`src/rtl/mips_ctrl_pkg.sv`:
```
// Shared encodings for the multi-cycle MIPS control path:
// opcodes, ALU codes, datapath selects and FSM state.
package mips_ctrl_pkg;

  localparam logic [5:0] OP_RTYPE = 6'b000000;
  localparam logic [5:0] OP_ADDIU = 6'b001001;
  localparam logic [5:0] OP_ORI   = 6'b001101;
  localparam logic [5:0] OP_LUI   = 6'b001111;
  localparam logic [5:0] OP_LW    = 6'b100011;
  localparam logic [5:0] OP_SW    = 6'b101011;
  localparam logic [5:0] OP_BEQ   = 6'b000100;
  localparam logic [5:0] OP_J     = 6'b000010;
  localparam logic [5:0] OP_JAL   = 6'b000011;

  localparam logic [5:0] F_ADDU = 6'b100001;
  localparam logic [5:0] F_SUBU = 6'b100011;
  localparam logic [5:0] F_AND  = 6'b100100;
  localparam logic [5:0] F_OR   = 6'b100101;
  localparam logic [5:0] F_SLT  = 6'b101010;
  localparam logic [5:0] F_SLL  = 6'b000000;
  localparam logic [5:0] F_SRL  = 6'b000010;
  localparam logic [5:0] F_JR   = 6'b001000;

  localparam logic [4:0] ALU_ADDU = 5'd0;
  localparam logic [4:0] ALU_SUBU = 5'd1;
  localparam logic [4:0] ALU_AND  = 5'd2;
  localparam logic [4:0] ALU_OR   = 5'd3;
  localparam logic [4:0] ALU_SLT  = 5'd4;
  localparam logic [4:0] ALU_SLL  = 5'd5;
  localparam logic [4:0] ALU_SRL  = 5'd6;

  localparam logic [1:0] NPC_PC4 = 2'b00;
  localparam logic [1:0] NPC_BR  = 2'b01;
  localparam logic [1:0] NPC_J   = 2'b10;
  localparam logic [1:0] NPC_JR  = 2'b11;

  localparam logic [1:0] GPR_RD  = 2'b00;
  localparam logic [1:0] GPR_RT  = 2'b01;
  localparam logic [1:0] GPR_R31 = 2'b10;

  localparam logic [1:0] WD_C  = 2'b00;
  localparam logic [1:0] WD_DR = 2'b01;
  localparam logic [1:0] WD_PC = 2'b10;

  localparam logic [1:0] A_RD1   = 2'b00;
  localparam logic [1:0] A_C16   = 2'b01;
  localparam logic [1:0] A_SHAMT = 2'b10;

  localparam logic [1:0] EXT_ZERO = 2'b00;
  localparam logic [1:0] EXT_SIGN = 2'b01;

  typedef enum logic [2:0] {
    S_FETCH  = 3'd0,
    S_DECODE = 3'd1,
    S_EXE    = 3'd2,
    S_MEM    = 3'd3,
    S_WB     = 3'd4
  } state_e;

  typedef enum logic [2:0] {
    C_ALUR, C_ALUI, C_LW, C_SW,
    C_BEQ,  C_J,    C_JR, C_JAL
  } cls_e;

endpackage

```
`src/rtl/mc_decode.sv`:
```
// Combinational Op/Funct decode into instruction class
// and the ALU-side selects used from EXE onward.
module mc_decode
  import mips_ctrl_pkg::*;
#(
  parameter int OPW    = 6,
  parameter int ALUOPW = 5
) (
  input  logic [OPW-1:0]    i_op,
  input  logic [OPW-1:0]    i_funct,
  output cls_e              o_cls,
  output logic [ALUOPW-1:0] o_aluop,
  output logic [1:0]        o_asel,
  output logic              o_bsel,
  output logic [1:0]        o_extop,
  output logic              o_legal
);

  always_comb begin
    o_cls   = C_ALUR;
    o_aluop = ALU_ADDU;
    o_asel  = A_RD1;
    o_bsel  = 1'b0;
    o_extop = EXT_ZERO;
    o_legal = 1'b0;
    unique case (1'b1)
      (i_op == OP_RTYPE): begin
        unique case (1'b1)
          (i_funct == F_ADDU): begin
            o_legal = 1'b1;
          end
          (i_funct == F_SUBU): begin
            o_aluop = ALU_SUBU;
            o_legal = 1'b1;
          end
          (i_funct == F_AND): begin
            o_aluop = ALU_AND;
            o_legal = 1'b1;
          end
          (i_funct == F_OR): begin
            o_aluop = ALU_OR;
            o_legal = 1'b1;
          end
          (i_funct == F_SLT): begin
            o_aluop = ALU_SLT;
            o_legal = 1'b1;
          end
          (i_funct == F_SLL): begin
            o_aluop = ALU_SLL;
            o_asel  = A_SHAMT;
            o_legal = 1'b1;
          end
          (i_funct == F_SRL): begin
            o_aluop = ALU_SRL;
            o_asel  = A_SHAMT;
            o_legal = 1'b1;
          end
          (i_funct == F_JR): begin
            o_cls   = C_JR;
            o_legal = 1'b1;
          end
          default: ;
        endcase
      end
      (i_op == OP_ADDIU): begin
        o_cls   = C_ALUI;
        o_bsel  = 1'b1;
        o_extop = EXT_SIGN;
        o_legal = 1'b1;
      end
      (i_op == OP_ORI): begin
        o_cls   = C_ALUI;
        o_aluop = ALU_OR;
        o_bsel  = 1'b1;
        o_legal = 1'b1;
      end
      (i_op == OP_LUI): begin
        // imm shifted left by the constant 16
        o_cls   = C_ALUI;
        o_aluop = ALU_SLL;
        o_asel  = A_C16;
        o_bsel  = 1'b1;
        o_legal = 1'b1;
      end
      (i_op == OP_LW): begin
        o_cls   = C_LW;
        o_bsel  = 1'b1;
        o_extop = EXT_SIGN;
        o_legal = 1'b1;
      end
      (i_op == OP_SW): begin
        o_cls   = C_SW;
        o_bsel  = 1'b1;
        o_extop = EXT_SIGN;
        o_legal = 1'b1;
      end
      (i_op == OP_BEQ): begin
        o_cls   = C_BEQ;
        o_aluop = ALU_SUBU;
        o_extop = EXT_SIGN;
        o_legal = 1'b1;
      end
      (i_op == OP_J): begin
        o_cls   = C_J;
        o_legal = 1'b1;
      end
      (i_op == OP_JAL): begin
        o_cls   = C_JAL;
        o_legal = 1'b1;
      end
      default: ;
    endcase
  end

endmodule

```
`src/rtl/mc_sequencer.sv`:
```
// Multi-cycle main control FSM: FETCH/DECODE/EXE/MEM/WB
// with memory-ready stalls and illegal-opcode flagging.
module mc_sequencer
  import mips_ctrl_pkg::*;
#(
  parameter int OPW    = 6,
  parameter int ALUOPW = 5
) (
  input  logic              clk,
  input  logic              rst,
  input  logic [OPW-1:0]    Op,
  input  logic [OPW-1:0]    Funct,
  input  logic              Zero,
  input  logic              mem_ready,
  output logic              RFWr,
  output logic              DMWr,
  output logic              PCWr,
  output logic              IRWr,
  output logic [1:0]        EXTOp,
  output logic [ALUOPW-1:0] ALUOp,
  output logic [1:0]        NPCOp,
  output logic [1:0]        GPRSel,
  output logic [1:0]        WDSel,
  output logic [1:0]        ASel,
  output logic              BSel,
  output logic [2:0]        state,
  output logic              instr_done,
  output logic              illegal
);

  state_e              r_state;
  cls_e                r_cls;
  logic [ALUOPW-1:0]   r_aluop;
  logic [1:0]          r_asel;
  logic                r_bsel;
  logic [1:0]          r_extop;

  state_e              w_next;
  cls_e                w_cls;
  logic [ALUOPW-1:0]   w_aluop;
  logic [1:0]          w_asel;
  logic                w_bsel;
  logic [1:0]          w_extop;
  logic                w_legal;

  mc_decode #(
    .OPW    (OPW),
    .ALUOPW (ALUOPW)
  ) u_dec (
    .i_op    (Op),
    .i_funct (Funct),
    .o_cls   (w_cls),
    .o_aluop (w_aluop),
    .o_asel  (w_asel),
    .o_bsel  (w_bsel),
    .o_extop (w_extop),
    .o_legal (w_legal)
  );

  always_ff @(posedge clk) begin
    if (!rst) begin
      r_state <= S_FETCH;
      r_cls   <= C_ALUR;
      r_aluop <= '0;
      r_asel  <= '0;
      r_bsel  <= 1'b0;
      r_extop <= '0;
    end else begin
      r_state <= w_next;
      if (r_state == S_DECODE) begin
        r_cls   <= w_cls;
        r_aluop <= w_aluop;
        r_asel  <= w_asel;
        r_bsel  <= w_bsel;
        r_extop <= w_extop;
      end
    end
  end

  assign state = r_state;

  // Everything stays quiet while rst is low, even mid-stall
  always_comb begin
    w_next     = S_FETCH;
    RFWr       = 1'b0;
    DMWr       = 1'b0;
    PCWr       = 1'b0;
    IRWr       = 1'b0;
    EXTOp      = '0;
    ALUOp      = '0;
    NPCOp      = NPC_PC4;
    GPRSel     = GPR_RD;
    WDSel      = WD_C;
    ASel       = A_RD1;
    BSel       = 1'b0;
    instr_done = 1'b0;
    illegal    = 1'b0;
    if (rst) begin
      case (r_state)
        S_FETCH: begin
          IRWr   = mem_ready;
          PCWr   = mem_ready;
          w_next = mem_ready ? S_DECODE : S_FETCH;
        end
        S_DECODE: begin
          illegal = !w_legal;
          w_next  = w_legal ? S_EXE : S_FETCH;
        end
        S_EXE: begin
          ALUOp = r_aluop;
          ASel  = r_asel;
          BSel  = r_bsel;
          EXTOp = r_extop;
          unique case (r_cls)
            C_ALUR, C_ALUI: w_next = S_WB;
            C_LW, C_SW:     w_next = S_MEM;
            C_BEQ: begin
              PCWr       = Zero;
              NPCOp      = NPC_BR;
              instr_done = 1'b1;
            end
            C_J: begin
              PCWr       = 1'b1;
              NPCOp      = NPC_J;
              instr_done = 1'b1;
            end
            C_JR: begin
              PCWr       = 1'b1;
              NPCOp      = NPC_JR;
              instr_done = 1'b1;
            end
            C_JAL: begin
              PCWr       = 1'b1;
              NPCOp      = NPC_J;
              RFWr       = 1'b1;
              GPRSel     = GPR_R31;
              WDSel      = WD_PC;
              instr_done = 1'b1;
            end
          endcase
        end
        S_MEM: begin
          ALUOp = r_aluop;
          ASel  = r_asel;
          BSel  = r_bsel;
          EXTOp = r_extop;
          if (r_cls == C_SW) begin
            DMWr       = 1'b1;
            instr_done = mem_ready;
            w_next     = mem_ready ? S_FETCH : S_MEM;
          end else if (r_cls == C_LW) begin
            w_next = mem_ready ? S_WB : S_MEM;
          end
        end
        S_WB: begin
          ALUOp      = r_aluop;
          ASel       = r_asel;
          BSel       = r_bsel;
          EXTOp      = r_extop;
          RFWr       = 1'b1;
          instr_done = 1'b1;
          GPRSel     = (r_cls == C_ALUR) ? GPR_RD : GPR_RT;
          WDSel      = (r_cls == C_LW) ? WD_DR : WD_C;
        end
        default: ;
      endcase
    end
  end

endmodule

```
`config.mk`:
```
export PLATFORM = sky130hd
export DESIGN_NAME = mc_sequencer
export DESIGN_NICKNAME = d
export VERILOG_FILES = /design/src/rtl/mips_ctrl_pkg.sv /design/src/rtl/mc_decode.sv /design/src/rtl/mc_sequencer.sv
export SDC_FILE = /design/constraint.sdc
export NUM_CORES = 1
export LEC_CHECK = 0
export BUFFER_PORTS_ARGS = -buffer_cell sky130_fd_sc_hd__buf_2
export CORE_MARGIN = 2
export CORE_UTILIZATION = 49
export DETAILED_ROUTE_END_ITERATION = 16
export HOLD_SLACK_MARGIN = 0.06
export PLACE_DENSITY = 0.8
export SYNTH_ARGS = -nofsm -noshare
export SYNTH_HDL_FRONTEND = slang
export SYNTH_SLANG_ARGS = --single-unit
```
`constraint.sdc`:
```
create_clock -name clk -period 2 [get_ports clk]
set_input_delay 0.5 -clock clk [delete_from_list [all_inputs] [get_ports clk]]
set_output_delay 0.5 -clock clk [all_outputs]
set_load 0.005 [all_outputs]
```
==> impl_metrics.ini <==
[status]
status = complete, but fails checks
violations = negative setup slack

[synth]
yosysTopAreaCell = dfxtp_1
synthMuxAreaShare_pct = 1.01
yosysWarnings = 0
synth_top_family_by_area = simple AND/OR/NAND/NOR gates
synth.distinct_cells = 43
synth.most_common_cell = nor2_1
synthFlopType = dfxtp_1
syn-cell-area_um2 = 1120
postSynth.asyncResetShare_pct = 0
netlist.area_leader.share_pct = 23.2
synth_xor_area_share_pct = 1.56
syn_area_per_cell_um2 = 6.96
synth_compound_area_share_pct = 25.0
synth.top_cells.by_count = nor2_1 (17), dfxtp_1 (13), nand2_1 (13), a21oi_1 (12), o21ai_0 (10)
synthCells = 161
synth_area_leaders = dfxtp_1 (23%), nor2_1 (5.7%), a21oi_1 (5.4%), and2_1 (5.0%), o21ai_0 (4.5%)
synthAdderAreaFrac_pct = 0
synth-edff-count = 0
synth-seq-cells = 13
synthSimpleGateAreaFrac_pct = 40.0
yosysSeqAreaShare_pct = 23.2

[finish]
fin_util_pct = 75.2
finalNetCount = 233
fin_cells = 244
antenna_cells = 0
area.growth.synth_to_final_pct = 47.0
layout-drive-gt1-share_pct = 43.1

[clocking]
insertion_delay_ns = 0.28
root_buffer = clkbuf_4
cts_made_buffers = 3
clock_sinks = 13
htreeDepth = 1
cts_tree = built
clkTransAtPathRegs_ns = 0.08
clock_path_buffers = 2

[timing]
finalSetupViolCount = 2
drv_slew = 0
setup_ws_ns = -0.0463
fin_crit_sh_pct = 102
fin_skew_ns = 0.00240
max_freq_ghz = 0.489
final.min_clock_period_ns = 2.05
hold_ws_ns = 0.471
rsz0062_at_grt = true
hold_violations = 0

[global_routing]
grt_max_degree = 13
overflow = 0
grt_usage_pct = 24.9
grt_pass1_vias = 1212
grt_pass1_wl_um = 5110
antenna_found_initial = 0

[power_and_ir_drop]
leakagePower_nw = 0.764
power_uw = 645
pwr-share-seq_pct = 43.5
clkPwrFrac_pct = 25.8
power_frac_comb_pct = 30.7
internal-power_uw = 443
switchingPower_uw = 202
p_per_area_nw_per_um2 = 392
ir_drop_uv = 259
swShare_pct = 31.3

[worst_setup_path]
r2r_start = state[0]
cp_max_fo = 5
path_class = reg -> out
start_kind = register
worstPathArrival_ns = 1.55
end_kind = output port
required_ns = 1.50
reg2reg_to = r_asel[1]
crit_chain = nor2b_4 -> and3b_2 -> nand2_2 -> o22ai_1 -> and2_1 -> buf_2
r2r_setup_slack_ns = 0.39
worst_path_largest_cell_delay_ns = 0.39
reg2reg_depth = 5
cp_slowest_cell = dfxtp_4

[routing]
wl_per_cell_um = 13.5
firstDrtPassIters = 4
via_per_inst = 5.86
dr_total_vias = 1431
drc_errors = 0
wirelength_um = 3300
drtIter0Drc = 50
postRouteAntennaNets = 0

[min_path]
hold_end = r_asel[0]
min_path_cells = 2
hold_path.class = reg -> reg
min_from = r_asel[0]

[floorplan]
die_width_um = 51.8
num_io_pins = 41
die_h_um = 51.8
die_area_um2 = 2680
start_util_pct = 51.1
core-area_um2 = 2190
rows = 17

[run]
drv_cap = 0

[place]
placed_cells = 234
io_buffers = 37
gp_congestion = 0.902
dp_hpwl_um = 2420
-- what timing repair did --
action | 4_1_cts | 5_1_grt
hold buffers | 0 | 0
gates cloned | 0 | 0
pin swaps | 6 | 7
setup buffers | 2 | 4
resized for setup | 18 | 22
setup endpoints to repair | 11 | 10
-- layout by cell type, fill, tap and decap left out, types with 4 or more instances in the layout --
cell type and instances:
clkbuf_4 7, buf_6 4, nand2_1 11, nor2_1 16, dfxtp_1 10, buf_4 27, nand3_1 6, o21ai_0 10
nor3_1 7, buf_2 30, a21oi_1 11, and2_1 8
-- cell families after synthesis --
kind of cell / count (synthesis)
other: 1
buffers and inverters: 21
and+or+nand+nor: 80
muxes: 1
DFF: 13
AOI/OAI and AO/OA: 43
xor gates and xnor gates: 2
-- power by group through the flow --
stage	Combinational, mW	Sequential, mW	Clock, mW
2_1_floorplan	0.102	0.282	0
3_3_place_gp	0.163	0.285	0
3_5_place_dp	0.169	0.286	0
4_1_cts	0.181	0.279	0.171
5_1_grt	0.218	0.282	0.180
6_report	0.198	0.280	0.167
-- flip-flops by register name, indices dropped and copies added (netlist names) --
signal	cells
state	3
r_aluop	3
r_bsel	1
r_asel	2
r_cls	3
r_extop	1
-- critical path, delay by kind of cell (launching register included) --
| family | cells | cell delay (ns) |
|---|---|---|
| and+or+nand+nor | 4 | 0.61 |
| AOI/OAI and AO/OA | 1 | 0.16 |
| buffers and inverters | 1 | 0.11 |
| DFF | 1 | 0.39 |
-- stage by stage --
step,worst slack (ns),setup TNS (ns),cell area (um2)
global route,-0.0808,-0.160,1650
detailed placement,-0.220,-0.220,1440
finish,-0.0463,-0.0636,1650
floorplan,0.0551,0,1130
global placement,-0.113,-0.113,1440
CTS,-0.0607,-0.0800,1540
-- worst max path at each step --
stage	cells after the start	from	end	slack [ns]
6_report	6	state[1]	instr_done	-0.05
5_1_grt	6	state[1]	instr_done	-0.08
4_1_cts	6	Funct[5]	illegal	-0.06
3_5_place_dp	7	Funct[0]	illegal	-0.22
3_3_place_gp	7	Funct[3]	illegal	-0.11
2_1_floorplan	6	Op[1]	illegal	0.06
-- per-layer routing --
layer / track usage [%] / vias to the layer above / wire length, um
li1: - / 682 / -
met1: 27.7 / 661 / 1240
met2: 48.7 / 80 / 1820
met3: 2.01 / 8 / 211
met4: 8.77 / 0 / 35
met5: 0 / - / 0
-- area by class of cell --
class,count,area (um2)
multi-input cells,129,861
clock buffers,4,26.3
flip-flops and latches,13,267
repair buffers,66,443
fillers,165,544
well taps,28,35.0
inverters,4,15.0
(Power assumes the default switching activity.)
